### src/rtl/ring_addr_seq.sv
// -----------------------------------------------------------------------------
// ring_addr_seq
//   Address sequencer for the digitizer ring buffer. While armed it produces the
//   RAM write address for every ADC sample, captures the ring position of the
//   trigger, counts the post-trigger samples, then plays a block of ring
//   addresses out to the readout logic over a valid/ready handshake.
//
//   Optional feature (compile-time macro):
//     RING_ADDR_SEQ_AUTOARM_EN  defined     : DONE re-arms directly (ARM, fill=0)
//                               not defined : DONE -> IDLE, a trig pulse re-arms
//
// Parameters
//   AW     address width; also the width of pre_i, post_i, len_i
//   DEPTH  ring depth in samples, 2 <= DEPTH <= 2**AW, any value (not only 2**n)
//
// Ports
//   clk       in   1   system clock, rising edge
//   rst_n     in   1   asynchronous active-low reset
//   wr_en     in   1   ADC sample strobe
//   trig      in   1   trigger pulse (captured in ARM, re-arms from IDLE)
//   pre_i     in   AW  pre-trigger samples to replay (latched at trigger)
//   post_i    in   AW  post-trigger samples to write (latched at trigger)
//   len_i     in   AW  total samples to read out (latched at trigger)
//   wr_addr   out  AW  RAM write address
//   wr_we     out  1   RAM write enable
//   rd_addr   out  AW  RAM read address, valid when rd_valid
//   rd_valid  out  1   rd_addr is valid
//   rd_ready  in   1   consumer accepts rd_addr this cycle
//   rd_last   out  1   final address of the block
//   busy      out  1   high in POST or READ
//   done      out  1   one-cycle pulse after the last handshake
// -----------------------------------------------------------------------------
module ring_addr_seq #(
   parameter int AW    = 8,
   parameter int DEPTH = 256
) (
   input  logic          clk,
   input  logic          rst_n,
   input  logic          wr_en,
   input  logic          trig,
   input  logic [AW-1:0] pre_i,
   input  logic [AW-1:0] post_i,
   input  logic [AW-1:0] len_i,
   output logic [AW-1:0] wr_addr,
   output logic          wr_we,
   output logic [AW-1:0] rd_addr,
   output logic          rd_valid,
   input  logic          rd_ready,
   output logic          rd_last,
   output logic          busy,
   output logic          done
);

   typedef enum logic [2:0] {
      ARM  = 3'd0,
      POST = 3'd1,
      READ = 3'd2,
      DONE = 3'd3,
      IDLE = 3'd4
   } state_t;

   // Ring depth held one bit wider than an address so DEPTH == 2**AW is representable.
   localparam logic [AW:0] DEPTH_W = (AW+1)'(DEPTH);

   state_t        state, state_nxt;
   logic [AW:0]   fill;          // writes since arm, saturates at DEPTH
   logic [AW-1:0] trig_addr;
   logic [AW-1:0] eff_pre;
   logic [AW-1:0] eff_len;
   logic [AW-1:0] post_cnt;
   logic [AW-1:0] remaining;

   logic [AW-1:0] pre_clip;
   logic [AW-1:0] len_clip;
   logic [AW-1:0] start_base;
   logic [AW-1:0] start_pre;
   logic [AW:0]   start_sum;
   logic [AW-1:0] start_addr;
   logic [AW-1:0] start_len;
   logic          hs;
   logic          enter_read;
   logic          arming;

   // Increment modulo DEPTH; the wrap point is compared explicitly so a
   // non-power-of-two ring never relies on natural binary overflow.
   function automatic logic [AW-1:0] inc_mod(input logic [AW-1:0] a);
      return ({1'b0, a} == DEPTH_W - 1'b1) ? '0 : a + 1'b1;
   endfunction

   // -------------------------------------------------------------------------
   // Outputs decoded from state
   // -------------------------------------------------------------------------
   assign wr_we    = wr_en && (state == ARM || state == POST);
   assign rd_valid = (state == READ);
   assign rd_last  = rd_valid && (remaining == AW'(1));
   assign busy     = (state == POST) || (state == READ);
   assign done     = (state == DONE);
   assign hs       = rd_valid && rd_ready;

   // -------------------------------------------------------------------------
   // Trigger-time clipping and readout start address
   // -------------------------------------------------------------------------
   // Only samples actually written since arm can be replayed; the clipped value
   // never exceeds pre_i, so it always fits in AW bits.
   assign pre_clip = ({1'b0, pre_i} < fill)    ? pre_i : AW'(fill);
   // A block longer than the ring would replay addresses twice.
   assign len_clip = ({1'b0, len_i} < DEPTH_W) ? len_i : AW'(DEPTH);

   // READ can be entered straight from ARM (post_i == 0), when the trigger
   // registers are being loaded in that same cycle, so use the live values then.
   always_comb begin
      // NOTE: every signal written here gets a default first, so no path can leave it unassigned and infer a latch.
      start_base = trig_addr;
      start_pre  = eff_pre;
      start_len  = eff_len;
      if (state == ARM) begin
         start_base = wr_addr;
         start_pre  = pre_clip;
         start_len  = len_clip;
      end
      // (base - pre) mod DEPTH computed as base + DEPTH - pre in AW+1 bits, then one conditional subtract.
      start_sum  = {1'b0, start_base} + DEPTH_W - {1'b0, start_pre};
      start_addr = (start_sum >= DEPTH_W) ? AW'(start_sum - DEPTH_W) : AW'(start_sum);
   end

   // -------------------------------------------------------------------------
   // Next-state logic
   // -------------------------------------------------------------------------
   always_comb begin
      state_nxt = state;
      unique case (state)
         ARM: begin
            if (trig) begin
               if (post_i != '0)      state_nxt = POST;
               else if (len_clip != '0) state_nxt = READ;
               else                   state_nxt = DONE;
            end
         end
         POST: begin
            if (wr_we && post_cnt == AW'(1)) begin
               state_nxt = (eff_len != '0) ? READ : DONE;
            end
         end
         READ: begin
            if (hs && rd_last) state_nxt = DONE;
         end
         DONE: begin
`ifdef RING_ADDR_SEQ_AUTOARM_EN
            state_nxt = ARM;
`else
            state_nxt = IDLE;
`endif
         end
         IDLE: begin
            if (trig) state_nxt = ARM;
         end
         default: state_nxt = ARM;
      endcase
   end

   assign enter_read = (state_nxt == READ) && (state != READ);
   assign arming     = (state_nxt == ARM)  && (state != ARM);

   // -------------------------------------------------------------------------
   // State and datapath registers
   // -------------------------------------------------------------------------
   // NOTE: sequential state uses non-blocking assignments so every register samples pre-edge values regardless of statement order.
   always_ff @(posedge clk or negedge rst_n) begin
      if (!rst_n) begin
         state     <= ARM;
         wr_addr   <= '0;
         fill      <= '0;
         trig_addr <= '0;
         eff_pre   <= '0;
         eff_len   <= '0;
         post_cnt  <= '0;
         remaining <= '0;
         rd_addr   <= '0;
      end else begin
         state <= state_nxt;

         if (wr_we) wr_addr <= inc_mod(wr_addr);

         if (arming)                          fill <= '0;
         else if (wr_we && fill != DEPTH_W)   fill <= fill + 1'b1;

         if (state == ARM && trig) begin
            trig_addr <= wr_addr;
            eff_pre   <= pre_clip;
            eff_len   <= len_clip;
            post_cnt  <= post_i;
         end else if (state == POST && wr_we) begin
            post_cnt  <= post_cnt - 1'b1;
         end

         if (enter_read) begin
            rd_addr   <= start_addr;
            remaining <= start_len;
         end else if (hs) begin
            rd_addr   <= inc_mod(rd_addr);
            remaining <= remaining - 1'b1;
         end
      end
   end

endmodule

### config.mk
export PLATFORM = sky130hd
export DESIGN_NAME = ring_addr_seq
export DESIGN_NICKNAME = d
export VERILOG_FILES = /design/src/rtl/ring_addr_seq.sv
export SDC_FILE = /design/constraint.sdc
export NUM_CORES = 1
export LEC_CHECK = 0
export CAP_MARGIN = 20
export CORE_MARGIN = 2
export CORE_UTILIZATION = 57
export CTS_CLUSTER_SIZE = 10
export DETAILED_ROUTE_END_ITERATION = 10
export PLACE_DENSITY = 0.81
export SLEW_MARGIN = 20
export SYNTH_ARGS = -nofsm -noshare
export SYNTH_HDL_FRONTEND = slang
export SYNTH_SLANG_ARGS = --single-unit
export TNS_END_PERCENT = 10
### constraint.sdc
create_clock -name clk -period 4.3 [get_ports clk]
set_clock_uncertainty 0.15 [all_clocks]
set_input_delay 1.075 -clock clk [delete_from_list [all_inputs] [get_ports clk]]
set_output_delay 1.075 -clock clk [all_outputs]
set_load 0.005 [all_outputs]
# After elaboration in Yosys (flattened, before gate mapping)
# Cells that the tools add are included.
classes:
  n_addsub: 8
  n_mul: 0
  div: 0
  n_lt_le_gt_ge: 2
  n_eq_ne: 11
  shift: 0
  muxes: 23
  bitwise_logic: 0
  n_reduce_logical: 21
ops:
  columns: ["op", "count"]
  rows:
  - ["$mux 8", 13]
  - ["$reduce_bool 8->1", 3]
  - ["$sub 8x1->8 const B", 3]
  - ["$mux 9", 2]
  - ["$add 8x1->8 const B", 2]
  - ["$eq 8x1->1 const B", 2]
  - ["$eq 8x8->1 const B", 2]
  - ["$pmux 3 s5", 1]
  - ["$mux 3", 4]
  - ["$logic_and 1x1->1", 10]
  - ["$add 8x9->9 const B", 1]
  - ["$add 9x1->9 const B", 1]
  - ["$eq 3x2->1 const B", 3]
  - ["$ge 9x9->1 const B", 1]
  - ["$lt 8x9->1", 1]
  - ["$ne 9x9->1 const B", 1]
  - ["$sub 9x8->9", 1]
  - ["$logic_not 3->1", 2]
  - ["$reduce_bool 2->1", 3]
  - ["$eq 3x1->1 const B", 1]
  - ["$eq 3x3->1 const B", 1]
  - ["$ne 3x2->1 const B", 1]
  - ["$reduce_bool 3->1", 1]
  - ["$logic_or 1x1->1", 2]
  - ["other kinds (2)", 3]
totals:
  register_bits: 68
  latchBits: 0
  ram_bits: 0
  mem_bits_ro: 0
  in_bits: 29
  word_cells: 74
  memories: 0

# Depth between registers and ports, before layout
logic_depth:
  word_depth: 9
  ltp_mapped: 17

# Worst setup path before layout
# OpenSTA, ideal clock, no wires.
synth_timing:
  kind: "input port to flip-flop"
  start: "input port pre_i[6]"
  end: "register rd_addr[6]"
  t_arrival_ns: 3.539
  t_required_ns: 4.073
  slack_ns: 0.534
  stages: 16
  path_cell_list: "ha_1 nand4b_1 a21oi_1 o2bb2ai_1 buf_2 mux2i_1 o21ai_0 ha_1 fa_1 nor2b_1 o21ai_0 nand2b_1 a21o_1 a21oi_1 xor2_1 a21oi_1"
synth_via:
  elab_chain_len: 7
synth_rtl:
  columns: ["item", "line_no", "rtl"]
  rows:
  - ["start, declared", "41", "input logic [AW-1:0] pre_i,"]
  - ["$lt 8x9->1", "105", "assign pre_clip = ({1'b0, pre_i} < fill) ? pre_i : AW'(fill);"]
  - ["$mux 8 *", "105", null]
  - ["$mux 8 *", "116", "if (state == ARM) begin"]
  - ["$sub 9x8->9 *", "122", "start_sum = {1'b0, start_base} + DEPTH_W - {1'b0, start_pre};"]
  - ["$sub 8x1->8 or $ge 9x9->1 (tied branches)", "123", "start_addr = (start_sum >= DEPTH_W) ? AW'(start_sum - DEPTH_W) : AW'(start_sum);"]
  - ["$mux 8 *", "123", null]
  - ["$mux 8 *", "196", "if (enter_read) begin"]
  - ["end signal, assigned", "197", "rd_addr <= start_addr;"]
  - ["end signal, assigned", "200", "rd_addr <= inc_mod(rd_addr);"]
  - ["end, declared", "46", "output logic [AW-1:0] rd_addr,"]
# Mark *: on every way between the ends. The rest lies on a longest branch, timed or not.
# A chain may end at the register's enable or synchronous reset.

# Worst setup path in the final report
# Same ends and word-level chain as after synthesis.

==> flow_metrics.tcl <==
set metrics [dict create \
    grt_pass1_vias 3437 \
    synth_cell_type_count 58 \
    vias 3655 \
    wl_per_cell_um 15.2 \
    diodes 0 \
    wl_mm 9.90 \
    synth_edf_count 0 \
    drt-initial-drc-count 351 \
    synth_cells 486 \
    hold_path_class "register to register" \
    fin_nets 599 \
    synth_area_leaders "dfrtp_1 40%, nand2_1 11%, ha_1 6.5%" \
    busiest_layer "met2" \
    synth-seq-cells 68 \
    async_flop_share_pct 100 \
    drive_gt1_share_pct 10.3 \
    arrival_ps 4200 \
    crit_type "primary input to register" \
    required_ps 4420 \
    path_max_fanout 6 \
    rows 31 \
    dpl-instance-area_um2 4870 \
    final_common_cell "nand2_1" \
    drc 0 \
    regArea_um2 1700 \
    timing.final.ws_setup_ps 218 \
    crit_path_start_kind "primary input" \
    p_leak_nw 2.32 \
    final_hold_viol_count 0 \
    power.share.combinational_pct 17.1 \
    numCtsBuffers 9 \
    p_sw_share_pct 27.4 \
    status "finished, final reports clean" \
    p_per_area_nw_per_um2 315 \
    multi_input_area_um2 2380 \
    pwr-share-clk_pct 35.6 \
    post-synth-top-area-cell "dfrtp_1" \
    final_cell_mix "121 x nand2_1, 68 x dfrtp_1, 49 x nor2_1" \
    routed_via_density 5.61 \
    p_seq_share_pct 47.3 \
    yosysWarnings 0 \
    grt_max_degree 39 \
    clk_pin_slew_worst_paths_ps 70 \
    dieArea_um2 8110 \
    grtUsageMet3_pct 4.86 \
    intPower_w 0.00117 \
    track_usage_pct 25.6 \
    die_h_um 90.1 \
    core_area_um2 7210 \
    die_x_um 90.1 \
    fmax_mhz 245 \
    syn_nets 538 \
    post_cts_buffers 0 \
    gp_congestion 0.943 \
    fill_cells 582 \
    area_growth_pct 21.2 \
    fin_area_um2 5110 \
    utilization_pct 70.9 \
    relSlewSlack_pct 42.0 \
    endpoint_kind "register" \
    clkLatencyLatePin_ps 340 \
    rsz0062_at_grt "no" \
    cts_sinks 68 \
    max-cap-violations 0 \
    vdd_ir_drop_max_uv 175 \
    finalPower_w 0.00161 \
    grtUsageMet1_pct 36.4 \
    ios 50 \
    antenna_found_initial 0 \
    tns_ps 0 \
    syn_area_um2 4220 \
    synth.top_cell.area_share_pct 40.3 \
    tightest_slew_ps 870 \
    cts-root-buf "clkbuf_8" \
    cts_tree "done" \
    syn_avg_cell_area_um2 8.69 \
    drv_slew 0 \
    start_util_pct 58.5 \
    period_share_pct 94.9 \
    portBuffers 49 \
    seq_area_frac_synth_pct 40.3 \
    ant_nets 0 \
    drt-pass1-iter-count 5 \
    setup_viol 0 \
    synth_ff_type "dfrtp_1" \
    h-tree-depth 3 \
    p_sw_w 0.000441 \
    gr-total-overflow 0 \
    min_period_ps 4080 \
    dp_hpwl_mm 7.29 \
    place_ws_ps -322 \
    grt_pass1_wl_mm 16.7 \
    met2_usage_pct 40.4 \
    clockBufferDepth 2 \
]
## sequential cells by signal (all words and copies together) (netlist names)
register and flops:
fill 9, eff_len 8, eff_pre 8, post_cnt 8
rd_addr 8, remaining 8, trig_addr 8, wr_addr 8
state 3
## synthesized netlist by cell type, types with 3 or more instances
cell / count
xnor2_1: 20
clkbuf_1: 8
nand4_1: 10
nor2_1: 49
xor2_1: 13
a21oi_1: 16
nor4_1: 3
a31oi_1: 8
nand3_1: 3
buf_6: 5
a221o_1: 4
nor2b_1: 4
o211ai_1: 5
nor3b_1: 5
nand2_1: 122
dfrtp_1: 68
ha_1: 22
o21ai_1: 3
o21ai_0: 26
nor3_1: 5
a21o_1: 6
mux2i_1: 9
inv_1: 16
nand2b_1: 4
and2_1: 3
and3_1: 6
or4_1: 5
## what timing repair did
item | CTS | global route
hold endpoints to repair | 0 | 0
hold buffers | 0 | 0
endpoints found under the setup margin | 0 | 4
resized for setup | 0 | 5
## layer usage
layer  vias up  part of all wire [%]
met1      1722                    46
met5         -                     0
met3        16                   5.9
met4         0                   1.5
met2       129                    46
li1       1788                     -
## worst max-delay path, stage by stage
cell and delay (ps):
clkdlybuf4s50_1 450, ha_1 340, a21o_1 170, a21oi_1 240, o2bb2ai_4 130, mux2i_1 210, o21ai_0 120, ha_1 260
fa_1 410, nor2b_1 120, o21ai_0 90, nand2b_1 100, a21o_1 120, a21oi_1 70, xor2_1 140, a21oi_1 150
## cell families after synthesis
| logic type | Yosys count | synth area share (%) |
|---|---|---|
| AO/OA/AOI/OAI | 80 | 11.9 |
| XOR/XNOR | 33 | 6.85 |
| adder cells (fa/ha/maj) | 23 | 6.99 |
| buffers and inverters | 36 | 4.24 |
| flip-flops | 68 | 40.3 |
| multiplexers | 10 | 2.40 |
| AND/OR/NAND/NOR | 236 | 27.3 |
## power groups by stage
stage	sequential (W)	clock [W]	combinational, W
final	0.000763	0.000574	0.000275
after global routing	0.000769	0.000615	0.000306
after CTS	0.000761	0.000580	0.000275
after detailed placement	0.000774	0	0.000272
after global placement	0.000769	0	0.000265
after floorplan	0.000761	0	0.000154
## per-stage QoR
step | hold WS, ps | std cells
floorplan | 295 | 486
global route | 358 | 651
detailed placement | 313 | 635
finish | 333 | 651
CTS | 332 | 651
global placement | 308 | 635
## path summary, 6_finish.rpt
kind	start	endpoint	slack, ps	cells after the start
worst max-delay path	pre_i[6]	rd_addr[6]	220	16
worst min-delay path	trig_addr[1]	trig_addr[1]	330	2
worst max register to register	fill[6]	rd_addr[6]	830	16
worst min register to register	trig_addr[1]	trig_addr[1]	330	2
max in group asynchronous	rst_n	trig_addr[1]	2490	2
min in group asynchronous	rst_n	eff_len[1]	690	1
## layout make-up
class	instances	area share [%]
clock buffer	9	2.42
tap	99	2.42
timing repair buffer	68	12.3
inverter	18	1.32
clock inverter	7	1.79
multi-input combinational	382	46.5
sequential	68	33.3
Note: power is estimated with default switching activity, not from simulation.
==> RTL edit (config.mk and constraints unchanged) <==
`AW`: 8 -> 9.
--- a/src/rtl/ring_addr_seq.sv
+++ b/src/rtl/ring_addr_seq.sv
@@ -32,5 +32,5 @@
 // -----------------------------------------------------------------------------
 module ring_addr_seq #(
-   parameter int AW    = 8,
+   parameter int AW    = 9,
    parameter int DEPTH = 256
 ) (
Interface: changed (5 resized); port bits go from 50 to 55. The function was not compared with the original's and may differ.
==> RTL edit against the unedited design <==
The flow now finishes with violations (negative setup slack); non-clock buffer count grew 28; cell area is 23% higher; via count is 25% higher; fmax decreased by 7.2%; global-route usage grew 2.2 points; area after synthesis up 15%; synthesized cell count increased by 16%; setup slack worse by 0.32 ns; sequential cell count is 8 higher; wire length rose by 36%; critical endpoint is now rd_addr[8]; largest cell class unchanged; highest routed layer unchanged.
Power is not compared: it rests on default switching activity, and its combinational part moved more than twofold at a synthesized area within 25%.
==> RTL edit: results <==
yosys:
  yosys-top-cells-area: "dfrtp_1 (39%), ha_1 (8.5%), nand2_1 (8.0%), nor2_1 (5.0%), xnor2_1 (4.3%)"
  synthXorXnorAreaFrac_pct: 5.57
  synth_compound_area_share_pct: 13.9
  ys_seq_area_share_pct: 39.0
  yosys-top-cells-count: "nand2_1 (104), dfrtp_1 (76), nor2_1 (65), a21oi_1 (36), ha_1 (33)"
  synth.area.mux_share_pct: 3.08
  synthAdderAreaFrac_pct: 8.88
worst_setup_path:
  worstPathArrival_ns: 4.53
  r2r_cells: 18
  cp-endpoint: "rd_addr[8]"
  critPathMaxFanout: 3
  cp-startpoint: "pre_i[3]"
  regToRegStartpoint: "fill[5]"
outcome:
  status: "finished with violations"
  violations: "negative setup slack"
global_routing:
  grt_pass1_vias: 4248
  grt_max_degree: 46
  grt_pass1_wl_um: 20000
  gr-usage-all-layers_pct: 27.8
worst_hold_path:
  min_from: "trig_addr[4]"
  hold_end: "trig_addr[4]"
final_layout:
  fill_cells: 537
  drive_above_1_share_pct: 17.7
  final_cells: 759
  largest_register_ff_count: 10
sta:
  relSlewSlack_pct: 46.8
  setup_viol: 2
  tns_ns: -0.154
  holdWs_ns: 0.338
  period_needed_ns: 4.40
  setup_ws_ns: -0.0999
place:
  io_buffers: 54
  dp.cells: 730
  place_congestion: 0.903
  place_ws_ns: -0.801
  placed_area_mm2: 0.00573
routing:
  postRouteWirelength_um: 13500
  via_per_inst: 6.04
clock_network:
  clk_latency_ns: 0.36
RTL edit: timing repair:
item	4_1_cts	5_1_grt
hold buffers	0	0
gates cloned	0	0
setup endpoints to repair	4	3
gates resized for setup	31	37
pin swaps	24	25
setup buffers	7	6
RTL edit: critical path, stage by stage:
cell and delay [ns]:
dlygate4sd2_1 0.28, ha_4 0.25, a21oi_4 0.15, o21ai_2 0.07
o211ai_1 0.20, buf_4 0.20, buf_6 0.14, mux2i_4 0.26
a21o_1 0.20, ha_4 0.22, ha_4 0.28, nand3_2 0.07
o211ai_1 0.30, o21ai_1 0.17, a2111oi_2 0.42, nor3_1 0.11
o21ai_1 0.13
RTL edit: power by group:
| group | internal (uW) | switching, uW | total, uW |
|---|---|---|---|
| Sequential | 962 | 264 | 1230 |
| Clock | 383 | 278 | 662 |
| Combinational | 1200 | 1230 | 2430 |
| Total | 2550 | 1770 | 4320 |
RTL edit: final cells by class:
| class | instances | area (um2) | area share [%] |
|---|---|---|---|
| Clock buffer | 9 | 124 | 1.96 |
| Clock inverter | 7 | 115 | 1.82 |
| Inverter | 23 | 86.3 | 1.37 |
| Multi-Input combinational cell | 443 | 3080 | 48.9 |
| Sequential cell | 76 | 1900 | 30.1 |
| Tap cell | 105 | 131 | 2.08 |
| Timing Repair Buffer | 96 | 870 | 13.8 |
RTL edit: metal layers:
metal  part of all wire [%]  vias up  track usage [%]
met3                    4.6       49             4.58
met2                     51      175             47.8
met1                     41     2219             35.1
met5                      0        -                0
met4                    3.3        0             10.9
li1                       -     2141                -
